<file path="config.mk">
export PLATFORM = sky130hd
export DESIGN_NAME = key_debounce_multi
export DESIGN_NICKNAME = d
export VERILOG_FILES = /design/src/rtl/key_debounce_multi.sv
export SDC_FILE = /design/constraint.sdc
export NUM_CORES = 1
export LEC_CHECK = 0
export BUFFER_PORTS_ARGS = -buffer_cell sky130_fd_sc_hd__buf_2
export CAP_MARGIN = 10
export CORE_MARGIN = 2
export CORE_UTILIZATION = 55
export DETAILED_ROUTE_END_ITERATION = 16
export PLACE_DENSITY = 0.74
export SETUP_SLACK_MARGIN = 0.5
export SYNTH_ARGS = -nofsm -noshare
export SYNTH_HDL_FRONTEND = slang
export SYNTH_SLANG_ARGS = --single-unit
</file>
<file path="constraint.sdc">
create_clock -name clk -period 13.79 [get_ports clk]
set_clock_uncertainty 0.05 [all_clocks]
set_input_delay 2.758 -clock clk [delete_from_list [all_inputs] [get_ports clk]]
set_output_delay 2.758 -clock clk [all_outputs]
set_load 0.01 [all_outputs]
</file>
<file path="src/rtl/key_debounce_multi.sv">
// Multi-channel push-button conditioner: per key a 2-FF synchroniser, an exact-count
// debounce FSM, and registered level / press / release / long-press / auto-repeat outputs.
module key_debounce_multi #(
  parameter int N_KEYS          = 4,
  parameter int ACTIVE_LOW      = 1,
  parameter int DEBOUNCE_CYCLES = 1000000,
  parameter int LONG_CYCLES     = 50000000,
  parameter int REPEAT_EN       = 1,
  parameter int REPEAT_CYCLES   = 10000000
) (
  input  logic              clk,
  input  logic              rst,
  input  logic [N_KEYS-1:0] key_in,
  output logic [N_KEYS-1:0] key_level,
  output logic [N_KEYS-1:0] key_press,
  output logic [N_KEYS-1:0] key_release,
  output logic [N_KEYS-1:0] key_long,
  output logic [N_KEYS-1:0] key_repeat
);

  localparam int HMAX = (LONG_CYCLES > REPEAT_CYCLES) ? LONG_CYCLES : REPEAT_CYCLES;
  localparam int DW   = $clog2(DEBOUNCE_CYCLES + 1);
  localparam int HW   = $clog2(HMAX + 1);

  localparam logic [DW-1:0] D_LAST    = DW'(DEBOUNCE_CYCLES - 1);
  localparam logic [HW-1:0] L_LAST    = HW'(LONG_CYCLES - 1);
  localparam logic [HW-1:0] R_LAST    = HW'(REPEAT_CYCLES - 1);
  localparam logic          PIN_IDLE  = (ACTIVE_LOW != 0);

  typedef enum logic [1:0] {RELEASED, PRESS_CHK, PRESSED, RELEASE_CHK} state_t;

  if (DEBOUNCE_CYCLES < 2 || LONG_CYCLES < 2 || REPEAT_CYCLES < 2) begin : g_param_check
    $error("key_debounce_multi: every *_CYCLES parameter must be >= 2");
  end

  logic [N_KEYS-1:0] level_ev, press_ev, release_ev, long_ev, repeat_ev;
  logic [N_KEYS-1:0] level_q, press_q, release_q, long_q, repeat_q;

  for (genvar i = 0; i < N_KEYS; i++) begin : g_ch
    logic          s1, s2, p;
    state_t        state, state_nxt;
    logic [DW-1:0] dcnt, dcnt_nxt;
    logic [HW-1:0] hcnt, hcnt_nxt;
    logic          long_done, long_done_nxt;
    logic          ev_press, ev_release, ev_long, ev_repeat;

    // NOTE: the synchroniser resets to the idle pin level, so leaving reset never looks like an edge.
    always_ff @(posedge clk or posedge rst) begin
      if (rst) begin
        s1 <= PIN_IDLE;
        s2 <= PIN_IDLE;
      end else begin
        s1 <= key_in[i];
        s2 <= s1;
      end
    end

    assign p = s2 ^ PIN_IDLE;

    // NOTE: state registers use non-blocking assignments so every flop samples pre-edge values.
    always_ff @(posedge clk or posedge rst) begin
      if (rst) begin
        state     <= RELEASED;
        dcnt      <= '0;
        hcnt      <= '0;
        long_done <= 1'b0;
      end else begin
        state     <= state_nxt;
        dcnt      <= dcnt_nxt;
        hcnt      <= hcnt_nxt;
        long_done <= long_done_nxt;
      end
    end

    // NOTE: every output of this block gets a default first, so no path can infer a latch.
    always_comb begin
      state_nxt     = state;
      dcnt_nxt      = dcnt;
      hcnt_nxt      = hcnt;
      long_done_nxt = long_done;
      ev_press      = 1'b0;
      ev_release    = 1'b0;
      ev_long       = 1'b0;
      ev_repeat     = 1'b0;
      case (state)
        RELEASED: begin
          if (p) begin
            state_nxt = PRESS_CHK;
            dcnt_nxt  = DW'(1);
          end
        end
        PRESS_CHK: begin
          if (!p) begin
            state_nxt = RELEASED;
            dcnt_nxt  = '0;
          end else if (dcnt == D_LAST) begin
            state_nxt     = PRESSED;
            dcnt_nxt      = '0;
            hcnt_nxt      = '0;
            long_done_nxt = 1'b0;
            ev_press      = 1'b1;
          end else begin
            dcnt_nxt = dcnt + 1'b1;
          end
        end
        PRESSED: begin
          // Hold timing counts every PRESSED cycle, including the one that leaves on a bounce,
          // so a bounce delays key_long by exactly the cycles spent in RELEASE_CHK.
          if (!long_done) begin
            if (hcnt == L_LAST) begin
              ev_long       = 1'b1;
              long_done_nxt = 1'b1;
              hcnt_nxt      = '0;
            end else begin
              hcnt_nxt = hcnt + 1'b1;
            end
          end else if (REPEAT_EN != 0) begin
            if (hcnt == R_LAST) begin
              ev_repeat = 1'b1;
              hcnt_nxt  = '0;
            end else begin
              hcnt_nxt = hcnt + 1'b1;
            end
          end
          if (!p) begin
            state_nxt = RELEASE_CHK;
            dcnt_nxt  = DW'(1);
          end
        end
        RELEASE_CHK: begin
          if (p) begin
            state_nxt = PRESSED;
            dcnt_nxt  = '0;
          end else if (dcnt == D_LAST) begin
            state_nxt  = RELEASED;
            dcnt_nxt   = '0;
            ev_release = 1'b1;
          end else begin
            dcnt_nxt = dcnt + 1'b1;
          end
        end
        default: state_nxt = RELEASED;
      endcase
    end

    assign level_ev[i]   = (state_nxt == PRESSED) || (state_nxt == RELEASE_CHK);
    assign press_ev[i]   = ev_press;
    assign release_ev[i] = ev_release;
    assign long_ev[i]    = ev_long;
    assign repeat_ev[i]  = ev_repeat;
  end

  // Events are captured alongside the state change, then retimed once more so every
  // output leaves the block straight from a flop.
  always_ff @(posedge clk or posedge rst) begin
    if (rst) begin
      level_q     <= '0;
      press_q     <= '0;
      release_q   <= '0;
      long_q      <= '0;
      repeat_q    <= '0;
      key_level   <= '0;
      key_press   <= '0;
      key_release <= '0;
      key_long    <= '0;
      key_repeat  <= '0;
    end else begin
      level_q     <= level_ev;
      press_q     <= press_ev;
      release_q   <= release_ev;
      long_q      <= long_ev;
      repeat_q    <= repeat_ev;
      key_level   <= level_q;
      key_press   <= press_q;
      key_release <= release_q;
      key_long    <= long_q;
      key_repeat  <= repeat_q;
    end
  end

endmodule

</file>
==> impl_metrics.json <==
{
  "synth_area_per_cell_um2": 9.33,
  "wl_per_cell_um": 16.2,
  "global_route.usage.total": 0.227,
  "cell_area_power_density_nw_per_um2": 112,
  "synth_seq_area_share": 0.483,
  "final_layout_size_suffix_gt1_frac": 0.0959,
  "area.sequential_um2": 6120,
  "synth.top_cells.by_area": "sky130_fd_sc_hd__dfrtp_1 (47%), sky130_fd_sc_hd__nand3_1 (4.3%), sky130_fd_sc_hd__nand2_1 (4.2%)",
  "core_area_um2": 22600,
  "finalSetupViolCount": 0,
  "num_antenna_cells": 0,
  "hold_path_startpoint": "press_q[0]$_DFF_PP0_",
  "finalMaxSlewViolations": 0,
  "synthFlopType": "sky130_fd_sc_hd__dfrtp_1",
  "number_of_max_capacitance_violations_reported": 0,
  "htree_levels": 1,
  "row_count": 55,
  "detailed_route_wl_um": 27000,
  "power.leakage_nw": 5.92,
  "design.die.area_um2": 24300,
  "drt_pass1_iterations": 6,
  "cts_buffer_depth": 3,
  "ctsResizeCount": 0,
  "worstHoldPathCells": 0,
  "synth_warnings": 0,
  "synth_area_leader_cell": "sky130_fd_sc_hd__dfrtp_1",
  "final_net_count": 1370,
  "effective_utilization_at_floorplan": 0.559,
  "worst_pin_slew_ps": 1130,
  "fillerInstances": 1890,
  "synth.most_common_cell": "sky130_fd_sc_hd__dfrtp_1",
  "postSynthCellCount": 1358,
  "globalplace.congestion": 0.837,
  "largestRegisters": "g_ch.hcnt x104, g_ch.dcnt x80, g_ch.state x8",
  "reg2reg_to": "g_ch[3].hcnt[25]$_DFFE_PP0P_",
  "totalNegativeSetupSlack_ps": 0,
  "period_share": 0.334,
  "r2r_setup_slack_ps": 10680,
  "die_x_um": 156,
  "holdBufCountCts": 0,
  "numCtsBuffers": 27,
  "worstSetupPathType": "primary input to asynchronous set/reset pin",
  "post-route-drc-count": 0,
  "flip_flop_count_of_the_largest_register_after_layout": 104,
  "hp-class": "flop to flop",
  "die_ht_um": 156,
  "critical_path.max_fanout": 102,
  "overflow": 0,
  "post-cts-setup-buffers": 0,
  "grt_first_pass_wirelength_um": 47000,
  "largest_net_degree_at_the_start_of_global_routing": 103,
  "min_period_ps": 4600,
  "critical_path_endpoint_category": "asynchronous set/reset pin",
  "buffer_ports.inserted": 25,
  "postSynthNetCount": 1372,
  "drtAntennaViolNets": 0,
  "via_count_of_the_first_global_routing_pass": 9806,
  "worst-r2r-cell-count": 5,
  "critical_path.reg2reg.startpoint": "g_ch[3].hcnt[10]$_DFFE_PP0P_",
  "maxSlewHeadroom": 0.242,
  "rsz0062_at_grt": "false",
  "detailedRoute.firstIterationViolations": 908,
  "hold_viol_final": 0,
  "holdWs_ps": 297,
  "io_pins": 26,
  "worstSetupStartpointType": "primary input",
  "edff_count_synth": 0,
  "worst_setup_hold_path_clk_slew_ps": 60,
  "tritoncts": "yes",
  "avgViaCountPerCell": 6.34,
  "yosys.cell_types.count": 63,
  "synth_async_sr_flop_share": 1.00,
  "multiInputGateArea_um2": 6190,
  "area_growth_pct": 10.2,
  "detailed_place_hpwl_um": 17300,
  "post_syn_area_um2": 12700,
  "antenna_found_initial": 0,
  "clock_sink_count": 244,
  "clk_latency_ps": 530,
  "status": "complete, no violations",
  "synth_top_area_share": 0.466,
  "cp.arrival_ps": 5090,
  "fmax_mhz": 217,
  "ys_seq_elements": 244,
  "clock-root-buffer": "sky130_fd_sc_hd__clkbuf_16",
  "via_count": 10534,
  "hold_path_end": "key_press[0]$_DFF_PP0_",
  "largest_register": "g_ch.hcnt",
  "irDropWorstVdd_uv": 88.0,
  "synth_common_cells": "sky130_fd_sc_hd__dfrtp_1 (236), sky130_fd_sc_hd__nand2_1 (142), sky130_fd_sc_hd__nand3_1 (109)",
  "timing.critical_path.required_ps": 14280
}
## kinds of logic after synthesis
kind of cell,count (synthesis),synth area share
buf+inv,98,0.0300
xor+xnor,46,0.0318
compound gates,254,0.137
simple gates,696,0.301
fa+ha+maj,8,0.00790
flops,244,0.483
mux,12,0.00958
## layout by cell type, fill, tap and decap left out, types with 9 or more instances in the layout
cell                          n
sky130_fd_sc_hd__a21oi_1     35
sky130_fd_sc_hd__nor2_1      95
sky130_fd_sc_hd__mux2i_1     11
sky130_fd_sc_hd__or4_1       10
sky130_fd_sc_hd__or3_1       29
sky130_fd_sc_hd__xor2_1      17
sky130_fd_sc_hd__buf_4       12
sky130_fd_sc_hd__dfrtp_1    236
sky130_fd_sc_hd__clkbuf_16   27
sky130_fd_sc_hd__nand2_1    142
sky130_fd_sc_hd__a22oi_1      9
sky130_fd_sc_hd__nor4b_1     10
sky130_fd_sc_hd__or2_2        9
sky130_fd_sc_hd__buf_2       25
sky130_fd_sc_hd__o21ai_0     48
sky130_fd_sc_hd__nor3_1      39
sky130_fd_sc_hd__nor4_1      35
sky130_fd_sc_hd__and4_1      25
sky130_fd_sc_hd__a31oi_1     51
sky130_fd_sc_hd__nand2b_1    15
sky130_fd_sc_hd__and3_1      36
sky130_fd_sc_hd__nand4_1     69
sky130_fd_sc_hd__nor3b_1     12
sky130_fd_sc_hd__xnor2_1     29
sky130_fd_sc_hd__inv_1       27
sky130_fd_sc_hd__nand3_1    109
sky130_fd_sc_hd__and2_1      16
sky130_fd_sc_hd__a211o_1     10
sky130_fd_sc_hd__a22o_1      29
## layer usage
layer | GRT usage | wire [µm] | vias to the layer above | part of all wire
met4 | 0.0502 | 406 | 0 | 0.015
met3 | 0.0294 | 1150 | 37 | 0.043
met1 | 0.336 | 13000 | 5183 | 0.48
li1 | - | - | 5096 | -
met5 | 0 | 0 | - | 0
met2 | 0.361 | 12500 | 218 | 0.46
## critical path: stages
cell and delay (ps):
sky130_fd_sc_hd__buf_2 130, sky130_fd_sc_hd__inv_8 460, sky130_fd_sc_hd__buf_4 800, sky130_fd_sc_hd__buf_4 840
## power by group
part / leakage, nW / internal [mW] / switching [mW]
clock: 0.478 / 0.474 / 0.287
sequential: 3.36 / 0.731 / 0.0190
combinational: 2.09 / 0.0167 / 0.0346
## metrics by stage
stage	power (mW)	cells	cell area, µm²	setup WS [ps]	util
final	1.56	1661	14000	9190	0.617
after global routing	1.62	1661	14000	8710	0.617
after CTS	1.58	1659	13900	9000	0.616
after detailed placement	0.815	1610	13000	8450	0.574
after global placement	0.813	1610	13000	8470	0.574
after floorplan	0.799	1358	12700	4290	-
## how the worst max path moves through the flow
stage | start | endpoint | cells past startpoint
final | rst | g_ch[0].hcnt[15]$_DFFE_PP0P_ | 4
after global placement | rst | g_ch[0].dcnt[11]$_DFFE_PP0P_ | 4
after CTS | rst | g_ch[2].dcnt[17]$_DFFE_PP0P_ | 4
after detailed placement | rst | g_ch[0].dcnt[11]$_DFFE_PP0P_ | 4
after floorplan | rst | g_ch[0].dcnt[0]$_DFFE_PP0P_ | 1
after global routing | rst | g_ch[2].hcnt[6]$_DFFE_PP0P_ | 4
## cell type report
cell class                 instances  area share
clock inverter                    11      0.0111
multi-input combinational       1016       0.443
tap                              285      0.0255
sequential                       244       0.438
clock buffer                      38      0.0571
inverter                          28     0.00807
timing repair buffer              39      0.0168
Power figures use the tool's default switching activity.
